**config.mk**
```make
export PLATFORM = sky130hd
export DESIGN_NAME = network_if_rx_fifo_flat
export DESIGN_NICKNAME = d
export VERILOG_FILES = /design/src/rtl/network_pkg.sv /design/src/rtl/network_if.sv /design/src/rtl/network_rx_fifo_mem.sv /design/src/rtl/network_if_rx_fifo.sv /design/src/flat_wrapper.sv
export SDC_FILE = /design/constraint.sdc
export NUM_CORES = 1
export LEC_CHECK = 0
export BUFFER_PORTS_ARGS = -buffer_cell sky130_fd_sc_hd__buf_2
export CAP_MARGIN = 20
export CORE_ASPECT_RATIO = 1.2
export CORE_MARGIN = 1
export CORE_UTILIZATION = 60
export DETAILED_ROUTE_END_ITERATION = 7
export PLACE_DENSITY = 0.83
export SYNTH_ARGS = -nofsm -noshare
export SYNTH_HDL_FRONTEND = slang
export SYNTH_SLANG_ARGS = --single-unit
```
**constraint.sdc**
```tcl
create_clock -name clk -period 12.4 [get_ports clk]
set_input_delay 2.48 -clock clk [delete_from_list [all_inputs] [get_ports clk]]
set_output_delay 2.48 -clock clk [all_outputs]
set_load 0.05 [all_outputs]
```
**src/rtl/network_pkg.sv**
```systemverilog
// Shared definitions for network_if links: beat layout and drop counter width.
package network_pkg;

  localparam int unsigned NET_VAL_W  = 32;
  localparam int unsigned NET_ID_W   = 8;
  localparam int unsigned DROP_CNT_W = 16;

  // One stored beat: routing id above payload value.
  typedef struct packed {
    logic [NET_ID_W-1:0]  id;
    logic [NET_VAL_W-1:0] val;
  } net_beat_t;

endpackage

```
**src/rtl/network_if.sv**
```systemverilog
// Valid/ready beat link carrying a payload value and an id.
interface network_if
  import network_pkg::*;
#(
  parameter int unsigned VAL_W = NET_VAL_W,
  parameter int unsigned ID_W  = NET_ID_W
) ();

  logic [VAL_W-1:0] val;
  logic [ID_W-1:0]  id;
  logic             valid;
  logic             ready;

  modport master (output val, output id, output valid, input ready);
  modport slave  (input val, input id, input valid, output ready);

endinterface

```
**src/rtl/network_rx_fifo_mem.sv**
```systemverilog
// Storage array for the rx FIFO: synchronous write, asynchronous read, no reset.
module network_rx_fifo_mem
  import network_pkg::*;
#(
  parameter int unsigned DEPTH = 8
) (
  input  logic                     clk_i,
  input  logic                     we_i,
  input  logic [$clog2(DEPTH)-1:0] waddr_i,
  input  net_beat_t                wdata_i,
  input  logic [$clog2(DEPTH)-1:0] raddr_i,
  output net_beat_t                rdata_o
);

  net_beat_t mem_q [DEPTH];

  // Write the incoming beat into the addressed slot.
  always_ff @(posedge clk_i) begin
    if (we_i) begin
      mem_q[waddr_i] <= wdata_i;
    end
  end

  assign rdata_o = mem_q[raddr_i];

endmodule

```
**src/rtl/network_if_rx_fifo.sv**
```systemverilog
// Receiving-end elastic buffer: keeps beats that arrive after ready falls
// (up to SLACK of them) and replays them first-word-fall-through downstream.
module network_if_rx_fifo
  import network_pkg::*;
#(
  parameter int unsigned DEPTH = 8,
  parameter int unsigned SLACK = 2
) (
  input  logic                         clk,
  input  logic                         rst,
  network_if.slave                     in,
  network_if.master                    out,
  output logic [$clog2(DEPTH+1)-1:0]   count,
  output logic                         overflow,
  output logic [DROP_CNT_W-1:0]        drop_count
);

  localparam int unsigned AW = $clog2(DEPTH);
  localparam int unsigned CW = $clog2(DEPTH+1);
  localparam logic [CW-1:0] FULL_CNT  = CW'(DEPTH);
  localparam logic [CW-1:0] SLACK_CNT = CW'(SLACK);

  logic [AW-1:0]         wptr_q, wptr_d;
  logic [AW-1:0]         rptr_q, rptr_d;
  logic [CW-1:0]         count_q, count_d;
  logic                  ready_q, ready_d;
  logic                  ovf_q, ovf_d;
  logic [DROP_CNT_W-1:0] drop_q, drop_d;

  logic      push, pop, drop;
  net_beat_t wr_beat;
  net_beat_t head_beat;

  // Flow-control decisions; accept ignores in.ready so slack beats are kept.
  always_comb begin
    pop  = (count_q != '0) && out.ready;
    push = in.valid && ((count_q != FULL_CNT) || pop);
    drop = in.valid && !push;
  end

  // Next-state for pointers, occupancy, ready and drop bookkeeping.
  always_comb begin
    wptr_d  = wptr_q;
    rptr_d  = rptr_q;
    count_d = count_q;
    ovf_d   = ovf_q;
    drop_d  = drop_q;
    if (push) begin
      wptr_d = wptr_q + 1'b1;
    end
    if (pop) begin
      rptr_d = rptr_q + 1'b1;
    end
    if (push && !pop) begin
      count_d = count_q + 1'b1;
    end else if (pop && !push) begin
      count_d = count_q - 1'b1;
    end
    if (drop) begin
      ovf_d = 1'b1;
      if (drop_q != '1) begin
        drop_d = drop_q + 1'b1;
      end
    end
    ready_d = (FULL_CNT - count_d) > SLACK_CNT;
  end

  // State registers; reset empties the buffer and clears the flags.
  always_ff @(posedge clk or posedge rst) begin
    if (rst) begin
      wptr_q  <= '0;
      rptr_q  <= '0;
      count_q <= '0;
      ready_q <= 1'b0;
      ovf_q   <= 1'b0;
      drop_q  <= '0;
    end else begin
      wptr_q  <= wptr_d;
      rptr_q  <= rptr_d;
      count_q <= count_d;
      ready_q <= ready_d;
      ovf_q   <= ovf_d;
      drop_q  <= drop_d;
    end
  end

  // Pack the incoming beat for storage.
  always_comb begin
    wr_beat     = '0;
    wr_beat.id  = in.id;
    wr_beat.val = in.val;
  end

  network_rx_fifo_mem #(
    .DEPTH (DEPTH)
  ) u_mem (
    .clk_i   (clk),
    .we_i    (push),
    .waddr_i (wptr_q),
    .wdata_i (wr_beat),
    .raddr_i (rptr_q),
    .rdata_o (head_beat)
  );

  // The array has no reset, so the head is masked to zero while empty.
  always_comb begin
    out.valid = (count_q != '0);
    out.val   = out.valid ? head_beat.val : '0;
    out.id    = out.valid ? head_beat.id  : '0;
  end

  assign in.ready   = ready_q;
  assign count      = count_q;
  assign overflow   = ovf_q;
  assign drop_count = drop_q;

endmodule

```
**src/flat_wrapper.sv**
```systemverilog
// flat-port wrapper written by rule: the top's interface ports become plain ports
module network_if_rx_fifo_flat import network_pkg::*;
#(
  parameter int unsigned DEPTH = 8,
  parameter int unsigned SLACK = 2
)
  (clk, rst, count, overflow, drop_count, in_val, in_id, in_valid, in_ready, out_val, out_id, out_valid, out_ready);
  network_if in_i ();
  network_if out_i ();
  input  logic clk;
  input  logic rst;
  output logic [$clog2(DEPTH+1)-1:0] count;
  output logic overflow;
  output logic [DROP_CNT_W-1:0] drop_count;
  input wire logic [$bits(in_i.val)-1:0] in_val;
  input wire logic [$bits(in_i.id)-1:0] in_id;
  input wire logic [$bits(in_i.valid)-1:0] in_valid;
  output wire logic [$bits(in_i.ready)-1:0] in_ready;
  output wire logic [$bits(out_i.val)-1:0] out_val;
  output wire logic [$bits(out_i.id)-1:0] out_id;
  output wire logic [$bits(out_i.valid)-1:0] out_valid;
  input wire logic [$bits(out_i.ready)-1:0] out_ready;
  assign in_i.val = in_val;
  assign in_i.id = in_id;
  assign in_i.valid = in_valid;
  assign in_ready = in_i.ready;
  assign out_val = out_i.val;
  assign out_id = out_i.id;
  assign out_valid = out_i.valid;
  assign out_i.ready = out_ready;
  network_if_rx_fifo #(.DEPTH(DEPTH), .SLACK(SLACK)) u_core (.clk(clk), .rst(rst), .in(in_i), .out(out_i), .count(count), .overflow(overflow), .drop_count(drop_count));
endmodule
```
**Yosys cells after proc, flatten, opt, wreduce, memory -nomap -nowiden**

Memory sizes are Yosys's and may differ from the RTL's.
Index checks and enable logic that the tools add are counted.

- Memory bits (writable): 320
- Memories: 1
- Bits of input ports: 44
- Flip-flop bits (word level): 28

Memory list:

| memory | depth | width | read ports | clocked after Yosys merged registers in | write ports | line | source |
|---|---|---|---|---|---|---|---|
| u_core.u_mem.mem_q | 8 | 40 | 1 | 0 | 1 | network_rx_fifo_mem.sv:15 | `net_beat_t mem_q [DEPTH];` |

- Mux-type cells: 6
- Reduce and logical (&&, ||, !) cells: 10
- Add/sub/neg operators: 6
- $lt $le $gt $ge: 1
- Eq/ne operators: 2

Operators by type and width:

| operator | number |
|---|---|
| 32-bit two-way mux | 1 |
| 16-bit by 1-bit adder with 16-bit output, second input constant | 1 |
| 16-bit != test, second input constant | 1 |
| 4-bit two-way mux | 2 |
| 8-bit two-way mux | 1 |
| 3-bit by 1-bit adder with 3-bit output, second input constant | 2 |
| 1-bit logical AND | 5 |
| 4-bit by 1-bit adder with 4-bit output, second input constant | 1 |
| 4-bit by 2-bit > comparator with 1-bit output, second input constant | 1 |
| 4-bit != test, second input constant | 1 |
| 4-bit nonzero test | 1 |
| 4-bit by 1-bit subtractor with 4-bit output, second input constant | 1 |
| 4-bit subtractor, first input constant | 1 |
| 1-bit logical NOT | 2 |
| 1-bit two-way mux | 2 |
| 2-bit AND reduction | 1 |
| 1-bit logical OR | 1 |

**Depth between registers and ports, before layout**

Gate-level depths: netlist of the first run.

- Depth in word-level cells: 10
- Gate-level depth with buffers: 9
- Mapped depth without buffers: 9

**Cells and area by module**

Synthesis of the first run repeated with hierarchy kept, for this count alone.

- Cells, all modules: 655
- Area total of the unflattened synthesis: 14117.3 µm²

By module, submodules not included:

| module | cells each | seq. area each (µm²) | instances | area an instance (µm²) |
|---|---|---|---|---|
| network_rx_fifo_mem | 475 | 9609.2 | 1 | 12370.6 |
| network_if_rx_fifo | 180 | 700.7 | 1 | 1746.7 |

**Worst setup path after synthesis of the first run**

Ideal clock, no wire load.

- Kind: input to register
- Start point: input port in_valid
- End point: memory u_core.u_mem.mem_q[0][0] (netlist name), enable pin
- Stages: 4
- Buffers on the path: 1
- Path slack: 6.057 ns
- Arrival: 5.856 ns
- Setup time: 0.487 ns
- Cells stage by stage: clkbuf_1 o31a_1 nand2b_1 nor3_1

- Cells in the longest elaborated chain, start to end: 3

Ends and longest elaborated chain:

| what | line | source |
|---|---|---|
| start, declared | flat_wrapper.sv:17 | `input wire logic [$bits(in_i.valid)-1:0] in_valid;` |
| 1-bit logical AND | network_if_rx_fifo.sv:37 | `push = in.valid && ((count_q != FULL_CNT) \|\| pop);` |
| 1-bit two-way mux | network_rx_fifo_mem.sv:19 | `if (we_i) begin` |
| 1-bit two-way mux (implied by the code) | network_rx_fifo_mem.sv:20 | `mem_q[waddr_i] <= wdata_i;` |
| end, declared | network_rx_fifo_mem.sv:15 |  |

Every way passes these cells.

**Final worst setup path of the first run**

- Start point: register u_core.rptr_q[0]
- End point: output port out_val[30]

- Cells in the longest elaborated chain, start to end: 2

Ends and longest elaborated chain:

| what | line | source |
|---|---|---|
| start, declared | network_if_rx_fifo.sv:24 | `logic [AW-1:0] rptr_q, rptr_d;` |
| start signal, assigned | network_if_rx_fifo.sv:79 | `rptr_q <= rptr_d;` |
| memory read 8 x 40 bit | n/a |  |
| 32-bit two-way mux | network_if_rx_fifo.sv:108 | `out.val = out.valid ? head_beat.val : '0;` |
| end, declared | flat_wrapper.sv:19 | `output wire logic [$bits(out_i.val)-1:0] out_val;` |

Every way passes these cells.

==> results of run 1 <==
## area by class of cell
class | instances | area, um^2 | area share
sequential | 348 | 10300 | 0.658
multi-input combinational | 280 | 3240 | 0.206
clock buffer | 34 | 787 | 0.0502
timing repair buffer | 122 | 718 | 0.0458
tap | 279 | 349 | 0.0223
clock inverter | 20 | 221 | 0.0141
inverter | 12 | 45.0 | 0.00287
antenna | 4 | 10.0 | 0.000638
## cells in the final DEF, fill, tap and decap left out, types with 12 or more instances in the layout
master,instances
edfxtp_1,320
mux2i_1,41
clkbuf_16,31
mux4_2,80
nor2_1,47
buf_4,12
nand2_1,18
dfrtp_1,25
xnor2_1,13
buf_2,106
## per-layer routing
layer / GRT usage / up-vias / routed length (um)
met5: 0 / - / 13
met4: 0.0903 / 2 / 765
met3: 0.0357 / 57 / 1550
met2: 0.423 / 274 / 14600
met1: 0.305 / 3614 / 10500
li1: - / 2968 / -
## metrics by stage
step / hold slack [ps] / setup slack, ps
after global placement: 445 / 6980
after detailed placement: 471 / 6950
after global routing: 505 / 6530
after CTS: 488 / 6310
final: 488 / 6740
after floorplan: 486 / 6060
## power by group
part           internal (mW)  leakage, nW  switching [mW]
Combinational          0.501         1.75           0.952
Sequential              1.44         3.25           0.118
Clock                  0.542        0.487           0.410
Total                   2.49         5.49            1.48
## flip-flops by register name (all words and copies together), names as in the netlist
name and cells:
u_core.count 4, u_core.drop_count 16, u_core.in.ready 1, u_core.overflow 1, u_core.rptr_q 3, u_core.u_mem.mem_q 320
u_core.wptr_q 3
## Yosys cell counts, types with 2 or more instances
| library cell | instances | area (um^2) |
|---|---|---|
| dfrtp_1 | 28 | 701 |
| inv_1 | 11 | 41.3 |
| and4_1 | 3 | 26.3 |
| ha_1 | 6 | 75.1 |
| xor2_1 | 6 | 52.6 |
| mux4_2 | 80 | 1800 |
| mux2_2 | 3 | 33.8 |
| buf_2 | 8 | 40.0 |
| buf_1 | 4 | 15.0 |
| edfxtp_1 | 320 | 9610 |
| o22ai_1 | 3 | 18.8 |
| xnor2_1 | 13 | 114 |
| clkbuf_1 | 18 | 67.6 |
| nand2b_1 | 6 | 37.5 |
| mux2i_1 | 41 | 410 |
| o21ai_0 | 4 | 20.0 |
| o311a_1 | 2 | 20.0 |
| nand2_1 | 18 | 67.6 |
| and3_1 | 5 | 31.3 |
| nor2_1 | 53 | 199 |
| or4_4 | 2 | 22.5 |
| nand4_1 | 7 | 43.8 |
| a211oi_1 | 2 | 15.0 |
| nor3_1 | 5 | 25.0 |
| nand3_1 | 5 | 25.0 |
| a21oi_1 | 2 | 10.0 |
## final timing paths
check / endpoint / slack, ps / depth (start not counted)
worst min-delay path: u_core.overflow / 490 / 1
worst max-delay path: out_val[30] / 6740 / 6
max in group asynchronous: u_core.rptr_q[0] / 10060 / 3
min in group asynchronous: u_core.count[1] / 1880 / 2
worst min register to register: u_core.overflow / 490 / 1
worst max register to register: u_core.u_mem.mem_q[4][32] / 9390 / 7
## logic make-up (layout without fill, tap and decap cells)
kind of cell	after synthesis	after routing	synth area share
AOI/OAI and AO/OA	20	20	0.0106
other	0	4	0
buffers and inverters	43	188	0.0128
and+or+nand+nor	111	111	0.0398
muxes	124	124	0.164
xor gates and xnor gates	19	19	0.0122
adders and majority gates	6	6	0.00550
DFF	348	348	0.755
==> results by group, run 1 <==
Logic synthesis
  • Synth Net Count: 721
  • Synth cell types: 42
  • Sequential fraction of the synthesis area: 0.755
  • EDFF count, synth: 320
  • Yosys reg bits: 348
  • Post-Syn Area per Cell: 20.4 um^2
  • Async S/R FF share, synth: 0.0805
  • Cells after synthesis: 671
  • Top_reg_cell synth: edfxtp_1
  • Synth Cell Area: 13700 um^2
  • Yosys warnings: 0

Timing
  • Endpoints failing hold: 0
  • RSZ-0062 raised after global routing: false
  • Worst Clk Skew: 22.9 ps
  • Final setup TNS: 0 ps
  • Slew @ Worst Pin: 698 ps
  • Final min period: 5660 ps
  • Final Setup Violations: 0
  • Fin crit share: 0.457
  • Relative slew margins: 0.534
  • Final max-slew violation count: 0
  • F_max: 177 MHz

Setup path
  • Family with the most delay on the worst path: buffers and inverters
  • Crit path max-delay cell type: dfrtp_4
  • Reg-to-reg startpoint: u_core.count[0]
  • Startpoint types: register
  • Crit end category: output port
  • Crit path arrival time: 3180 ps
  • Crit-path cells: buf_4 -> buf_16 -> mux4_2 -> mux2i_1 -> nor2_1 -> buf_2
  • Type of the worst setup path: register to output port
  • Crit path max fanout: 47
  • Buf+Inv Stages, Crit Path: 3
  • CP Data Required Time: 9920 ps
  • Critical Path Max Stage Delay: 770 ps
  • Critical path origin: u_core.rptr_q[0]

Placed design
  • GP Congestion: 0.775
  • IO buf count: 106
  • Cells after DPL: 1037
  • HPWL after DPL: 14500 um
  • Placed Area: 14600 um^2

Drt
  • Routed via count: 6915
  • WL final: 27400 um
  • Post-route ant nets: 0
  • Drt wl/cell: 25.0 um
  • Iteration-0 DRC count of the detailed router: 588
  • Initial DRT Pass Iterations: 5
  • Via/cell ratio: 6.29
  • Drt drc: 0

Clock network
  • Longest Clk Path Bufs: 3
  • H-tree lvl count: 1
  • Sinks on Clock Net: 348
  • CTS tree: done
  • Setup bufs post-CTS: 0
  • Post-CTS Resized: 0
  • # hold bufs at CTS: 0
  • Clock insertion delay at the later pin of the skew report: 560 ps
  • Clock slew at reported path FFs: 60 ps
  • CTS root buf: clkbuf_16
  • CTS buffer count: 31

Global route
  • Remaining global-route overflow: 0
  • Overall global routing resource usage: 0.240
  • Largest net degree at the start of global routing: 83
  • Antenna violations before repair: 5
  • First-pass GRT wire length: 41700 um
  • Vias in the first global route: 7160

Worst hold path
  • Worst hold path type: register to register
  • Min-delay src: u_core.overflow

Floorplan
  • IO Count: 107
  • Core Region: 22400 um^2
  • Num rows: 60
  • Die X-Extent: 140 um
  • Die extent in y: 167 um
  • Starting Density: 0.611
  • Die Area: 23400 um^2

Pwr
  • Power Density: 253 nW/um^2
  • VDD IR-drop max: 0.000204 V
  • Final Power: 3.97 mW
  • Leakage power: 5.49 nW

Cells and area
  • Share of layout cells above drive strength 1: 0.332
  • Post-layout util: 0.701
  • Fillers: 1328
  • Nets: 845
  • Non-filler cells, final: 1099
  • Fin area: 15700 um^2
  • Area Overhead vs Synth: 14.8%

Flow run
  • Max-Cap Viols: 0

Status
  • Status: complete, no violations
(Power assumes the default switching activity.)
==> inputs of run 2 (changes only) <==
- CORE_UTILIZATION: 60 -> 54
- PLACE_DENSITY: 0.83 -> 0.79
- clock period: 12.4 -> 4.6 ns (I/O delays scaled with it)
==> run 2 against run 1 <==
Wire length up 0.28%. Largest cell class unchanged. Sequential power rose to 2.7 times the previous value. Non-clock buffer count up 7.
==> results by group, run 2 (synthesis gave the netlist of run 1 again) <==
Timing
  • RSZ-0062 raised after global routing: false
  • Slew @ Worst Pin: 840 ps (+142 ps)
  • Endpoints failing hold: 0 (unchanged)
  • F_max: 263 MHz
  • Relative slew margins: 0.439 (-0.0959)
  • Final min period: 3810 ps
  • Worst Clk Skew: 20.7 ps (-2.21 ps)
  • Fin crit share: 0.827
  • Final Setup Violations: 0 (unchanged)
  • Final max-slew violation count: 0 (unchanged)
  • Final setup TNS: 0 ps (unchanged)

Placed design
  • HPWL after DPL: 16300 um (+12%)
  • Placed Area: 14700 um^2 (+1.0%)
  • IO buf count: 106 (unchanged)
  • GP Congestion: 0.828 (+6.8%)

Clock network
  • CTS tree: done
  • # hold bufs at CTS: 0 (unchanged)
  • H-tree lvl count: 2 (+1)
  • Clock insertion delay at the later pin of the skew report: 520 ps (-40 ps)
  • Longest Clk Path Bufs: 3 (unchanged)
  • Clock slew at reported path FFs: 60 ps (about the same)
  • Sinks on Clock Net: 348 (unchanged)
  • Post-CTS Resized: 0 (unchanged)
  • Setup bufs post-CTS: 0 (unchanged)
  • CTS buffer count: 34 (+9.7%)
  • CTS root buf: clkbuf_16

Global route
  • First-pass GRT wire length: 42000 um (+0.80%)
  • Overall global routing resource usage: 0.219 (-0.0218)
  • Antenna violations before repair: 1 (-4)
  • Vias in the first global route: 7229 (+0.96%)
  • Largest net degree at the start of global routing: 83 (unchanged)
  • Remaining global-route overflow: 0 (unchanged)

Cells and area
  • Top reg by flops: u_core.u_mem.mem_q
  • Fin area: 15800 um^2 (+1.0%)
  • Commonest non-fill, non-tap cells in the layout: edfxtp_1 (320), buf_2 (106), mux4_2 (80)
  • Most common cell after layout, fill and taps aside: edfxtp_1
  • Area Overhead vs Synth: 16.0%
  • Share of layout cells above drive strength 1: 0.329 (-0.00359)
  • Max FFs per register: 320 (unchanged)
  • Nets: 855 (+1.2%)

Flow run
  • Max-Cap Viols: 0 (unchanged)

Setup path
  • Reg-to-reg startpoint: u_core.count[0]
  • Reg2Reg Capture Point: u_core.u_mem.mem_q[1][24]
  • Type of the worst setup path: register to output port
  • Crit end category: output port
  • CP Data Required Time: 3680 ps (-6240 ps)
  • R2R setup slack: 1410 ps (-7980 ps)
  • Crit path arrival time: 2890 ps (-290 ps)
  • R2R cell count: 7 (unchanged)
  • Startpoint types: register
  • Crit path max fanout: 36 (-23%)

Drt
  • Drt drc: 0 (unchanged)
  • WL final: 27500 um (+0.28%)
  • Routed via count: 6895 (-0.29%)
  • Initial DRT Pass Iterations: 5 (unchanged)
  • Drt wl/cell: 23.8 um (-4.7%)
  • Post-route ant nets: 0 (unchanged)
  • Iteration-0 DRC count of the detailed router: 605 (+2.9%)
  • Via/cell ratio: 5.96 (-5.3%)

Floorplan
  • Starting Density: 0.552 (-0.0587)
  • Num rows: 63 (+5.0%)
  • Die extent in y: 176 um (+5.3%)
  • IO Count: 107 (unchanged)
  • Die Area: 25900 um^2 (+11%)
  • Die X-Extent: 147 um (+5.3%)
  • Core Region: 24800 um^2 (+11%)

Pwr
  • Power Density: 681 nW/um^2 (+170%)
  • Final Power: 10.8 mW (+170%)
  • Leakage power: 5.54 nW (+1.1%)
  • VDD IR-drop max: 0.000447 V (+120%)

Status
  • Status: complete, no violations

Worst hold path
  • Worst hold path type: input port to asynchronous set/reset pin
-- run 2: cell count changes in the layout (fill, tap and decap cells not counted), moves of 2 or more --
| cell | previous run | this run |
|---|---|---|
| nor3_4 | 0 | 2 |
| clkinv_4 | 2 | 0 |
| inv_6 | 0 | 3 |
| clkinv_2 | 7 | 1 |
| nor3_2 | 2 | 0 |
| diode_2 | 4 | 1 |
| clkbuf_16 | 31 | 34 |
| clkbuf_1 | 3 | 10 |
| clkinv_1 | 2 | 8 |
| clkinvlp_4 | 4 | 2 |
| buf_4 | 12 | 20 |
-- run 2: final cells by class --
class | count | area (um^2)
Inverter | 12 | 45.0
Fill cell | 1674 | 8900
Tap cell | 325 | 407
Multi-Input combinational cell | 280 | 3250
Timing Repair Buffer | 129 | 756
Sequential cell | 348 | 10300
Clock inverter | 18 | 183
Clock buffer | 44 | 888
Antenna cell | 1 | 2.50
-- run 2: per-layer routing --
metal	vias to the layer above	GRT usage	wire (um)
li1	2997	-	-
met3	49	0.0333	1450
met5	-	0	10
met1	3595	0.288	10900
met4	2	0.0644	530
met2	252	0.380	14700
-- run 2: how the worst max path moves through the flow --
stage                                    end  depth (start not counted)             start
global placement                   out_id[3]                          5  u_core.rptr_q[0]
CTS                              out_val[28]                          5  u_core.rptr_q[0]
floorplan           u_core.u_mem.mem_q[2][0]                          6   u_core.count[0]
detailed placement                 out_id[3]                          5  u_core.rptr_q[0]
global route                       out_id[3]                          5  u_core.rptr_q[0]
finish                             out_id[3]                          5  u_core.rptr_q[0]
-- run 2: critical path: stages (launching register included) --
cell,delay [ps]
dfrtp_4,910
buf_4,430
mux4_2,540
mux2i_1,170
nor2_1,60
buf_2,240
-- run 2: per-stage QoR --
step	util	hold slack (ps)	worst slack [ps]	instances
after floorplan	-	486	872	671
after global placement	0.595	469	1280	1092
after CTS	0.638	487	716	1154
final	0.640	486	794	1157
after detailed placement	0.595	469	1270	1092
after global routing	0.640	502	571	1156
-- run 2: where the power goes --
| group | switching, mW | internal [mW] | leakage [nW] | total (mW) |
|---|---|---|---|---|
| logic | 2.48 | 1.36 | 1.78 | 3.84 |
| registers | 0.396 | 3.88 | 3.25 | 4.28 |
| clock network | 1.13 | 1.55 | 0.510 | 2.68 |
==> inputs of run 3 (changes only) <==
- ABC_AREA: unset -> 1
- CORE_UTILIZATION: 54 -> 60
- PLACE_DENSITY: 0.79 -> 0.83
- clock period: 4.6 -> 3.9 ns (I/O delays scaled with it)
==> run 3 against run 2 <==
Non-clock buffer count increased by 1. Critical path depth unchanged. Die area decreased by 6.9%. Clock power increased by 14%. Final cell count increased by 34%. Cell area increased by 1.3%. Synthesized cell count increased by 67%. Clock skew decreased by 13 ps. Register-to-register slack got worse by 220 ps. Flip-flop and latch count unchanged. Utilization increased by 5.4 points. Clock-buffer cell count decreased by 2. Largest cell class unchanged. Largest power group is now combinational cells.
==> results by group, run 3 <==
Status
  • Status: complete, no violations

Timing
  • WHS: 386 ps (-99.8 ps)
  • Endpoints failing hold: 0 (unchanged)
  • Final max-slew violation count: 0 (unchanged)
  • Worst Clk Skew: 8.16 ps (-12.6 ps)
  • RSZ-0062 raised after global routing: false
  • Relative slew margins: 0.246 (-0.192)
  • F_max: 277 MHz
  • Final Setup Violations: 0 (unchanged)
  • Slew @ Worst Pin: 1120 ps (+283 ps)
  • Final setup TNS: 0 ps (unchanged)
  • Fin crit share: 0.925
  • Final min period: 3610 ps

Global route
  • Overall global routing resource usage: 0.258 (+0.0396)
  • Remaining global-route overflow: 0 (unchanged)
  • Antenna violations before repair: 3 (+2)
  • Vias in the first global route: 9111 (+26%)
  • Largest net degree at the start of global routing: 162 (+95%)
  • First-pass GRT wire length: 47300 um (+13%)

Logic synthesis
  • Synth Area in Simple Gates: 0.128 (+0.0882)
  • Synth Net Count: 1169 (+62%)
  • Multiplexer share of the synthesized area: 0 (-0.164)
  • Top post-synthesis cells by count: nor2_1 (344), edfxtp_1 (320), o21ai_0 (95)
  • Sequential fraction of the synthesis area: 0.730 (-0.0242)
  • Synth Cell Area: 14100 um^2 (+3.3%)
  • Most instantiated library cell after synthesis: nor2_1
  • Synth area leaders: edfxtp_1 (68%), nor2_1 (9.1%), dfrtp_1 (5.0%)
  • EDFF count, synth: 320 (unchanged)
  • XOR/XNOR share of the synthesized area: 0.0129 (+0.000762)
  • Synth Area in Adders: 0.00532 (-0.000176)
  • Synth area leader: edfxtp_1
  • Async S/R FF share, synth: 0.0805 (unchanged)
  • Yosys reg bits: 348 (unchanged)
  • Cells after synthesis: 1119 (+67%)
  • Share of the synthesized area in the top cell type: 0.681 (-0.0226)
  • Largest family of logic cells by synthesized area: simple AND/OR/NAND/NOR gates
  • Top_reg_cell synth: edfxtp_1
  • Post-Syn Area per Cell: 12.6 um^2 (-38%)
  • Synth cell types: 31 (-26%)
  • Yosys warnings: 0 (unchanged)
  • Synth Area in Compound Gates: 0.0933 (+0.0826)

Clock network
  • CTS buffer count: 31 (-8.8%)
  • Clock insertion delay at the later pin of the skew report: 550 ps (+30 ps)
  • CTS tree: done
  • Sinks on Clock Net: 348 (unchanged)
  • Setup bufs post-CTS: 0 (unchanged)
  • Post-CTS Resized: 0 (unchanged)
  • CTS root buf: clkbuf_16
  • Clock slew at reported path FFs: 60 ps (about the same)
  • # hold bufs at CTS: 0 (unchanged)
  • Longest Clk Path Bufs: 3 (unchanged)
  • H-tree lvl count: 1 (-1)

Drt
  • Iteration-0 DRC count of the detailed router: 967 (+60%)
  • Initial DRT Pass Iterations: 7 (+2)
  • Via/cell ratio: 5.91 (-0.80%)
  • Drt drc: 0 (unchanged)
  • Post-route ant nets: 0 (unchanged)
  • WL final: 30800 um (+12%)
  • Drt wl/cell: 19.8 um (-17%)
  • Routed via count: 9193 (+33%)

Floorplan
  • IO Count: 107 (unchanged)
  • Die X-Extent: 142 um (-3.5%)
  • Starting Density: 0.610 (+0.0584)
  • Die Area: 24100 um^2 (-6.9%)
  • Num rows: 61 (-3.2%)
  • Core Region: 23100 um^2 (-6.6%)
  • Die extent in y: 170 um (-3.5%)

Setup path
  • CP Data Required Time: 3120 ps (-560 ps)
  • R2R cell count: 10 (+3)
  • Crit path max-delay cell type: clkinv_1
  • Family with the most delay on the worst path: buffers and inverters
  • Crit-path cells: clkinv_1 -> buf_4 -> o21ai_0 -> nor2_1 -> buf_2
  • Type of the worst setup path: register to output port
  • Crit path max fanout: 28 (-22%)
  • Crit end category: output port
  • Buf+Inv Stages, Crit Path: 3 (+1)
  • Critical Path Max Stage Delay: 860 ps (-50 ps)
  • Crit path arrival time: 2830 ps (-60 ps)
  • Crit. path cell count: 5 (unchanged)
  • Startpoint types: register

Cells and area
  • Sequential Area: 10300 um^2 (unchanged)
  • Most common cell after layout, fill and taps aside: nor2_1
  • Multi-input gate area: 3440 um^2 (+5.9%)
  • Max FFs per register: 320 (unchanged)
  • Commonest non-fill, non-tap cells in the layout: nor2_1 (336), edfxtp_1 (320), buf_2 (106)
  • Nets: 1264 (+48%)
  • Top reg by flops: u_core.u_mem.mem_q
  • Non-filler cells, final: 1555 (+34%)
  • Share of layout cells above drive strength 1: 0.167 (-0.161)
  • Area Overhead vs Synth: 13.8%
  • Post-layout util: 0.695 (+0.0543)
  • Fillers: 1496 (-11%)

Worst hold path
  • Worst hold path type: input port to asynchronous set/reset pin

Placed design
  • Cells after DPL: 1496 (+37%)
  • HPWL after DPL: 16800 um (+3.2%)
  • IO buf count: 106 (unchanged)
  • GP Congestion: 0.805 (-2.8%)

Pwr
  • Power Density: 844 nW/um^2 (+24%)
  • Leakage power: 5.73 nW (+3.3%)
  • Pint: 7.79 mW (+15%)
  • Share of total power in the clock network: 0.225 (-0.023)
  • Combinational share of power: 0.417 (+0.061)
  • Flop pwr share: 0.358 (-0.038)
  • VDD IR-drop max: 0.000674 V (+51%)
  • Sw Share: 0.425 (+0.0538)
  • Final Power: 13.6 mW (+25%)
  • P_sw: 5.76 mW (+44%)

Flow run
  • Max-Cap Viols: 0 (unchanged)
==> run 3: final cells by class <==
cell class              count  share of cell area
flip-flops and latches    348               0.642
well taps                 315              0.0245
repair buffers            130              0.0489
clock buffers              42              0.0515
diodes                      2            0.000312
inverters                  25             0.00600
clock inverters            15              0.0122
multi-input cells         678               0.214
==> run 3: per-layer routing <==
layer  vias to the layer above  GRT usage  wire [um]
li1                       4215          -          -
met5                         -          0         23
met4                         4      0.108        857
met1                      4518      0.323      12000
met2                       386      0.445      15700
met3                        70     0.0450       2220
==> run 3: power by group through the flow <==
| stage | Combinational [mW] | Sequential, mW | Clock [mW] |
|---|---|---|---|
| 2_1_floorplan | 4.14 | 4.94 | 0 |
| 3_3_place_gp | 5.44 | 4.89 | 0 |
| 4_1_cts | 5.65 | 4.84 | 3.08 |
| 5_1_grt | 6.07 | 4.88 | 3.23 |
| 6_report | 5.65 | 4.85 | 3.05 |
| 3_5_place_dp | 5.59 | 4.91 | 0 |
==> run 3: metrics by stage <==
stage / cell area (um^2) / setup WS, ps
after detailed placement: 15000 / 893
after floorplan: 14100 / 84.4
after global routing: 16100 / 179
final: 16100 / 294
after CTS: 16100 / 320
after global placement: 15000 / 943
==> run 3: final timing paths <==
check,slack [ps],start,endpoint
min,390,rst,u_core.rptr_q[0]
max reg2reg,1190,u_core.count[0],u_core.u_mem.mem_q[5][20]
min in group clk,470,u_core.overflow,u_core.overflow
max in group asynchronous,2880,rst,u_core.drop_count[1]
max,290,u_core.rptr_q[2],out_val[6]
min reg2reg,470,u_core.overflow,u_core.overflow
==> run 3: cells by family (layout without fill, tap and decap cells) <==
logic type,Yosys count,after routing
xor gates and xnor gates,20,20
DFF,348,348
other,0,2
AOI/OAI and AO/OA,203,203
and+or+nand+nor,449,449
buffers and inverters,93,212
adders and majority gates,6,6
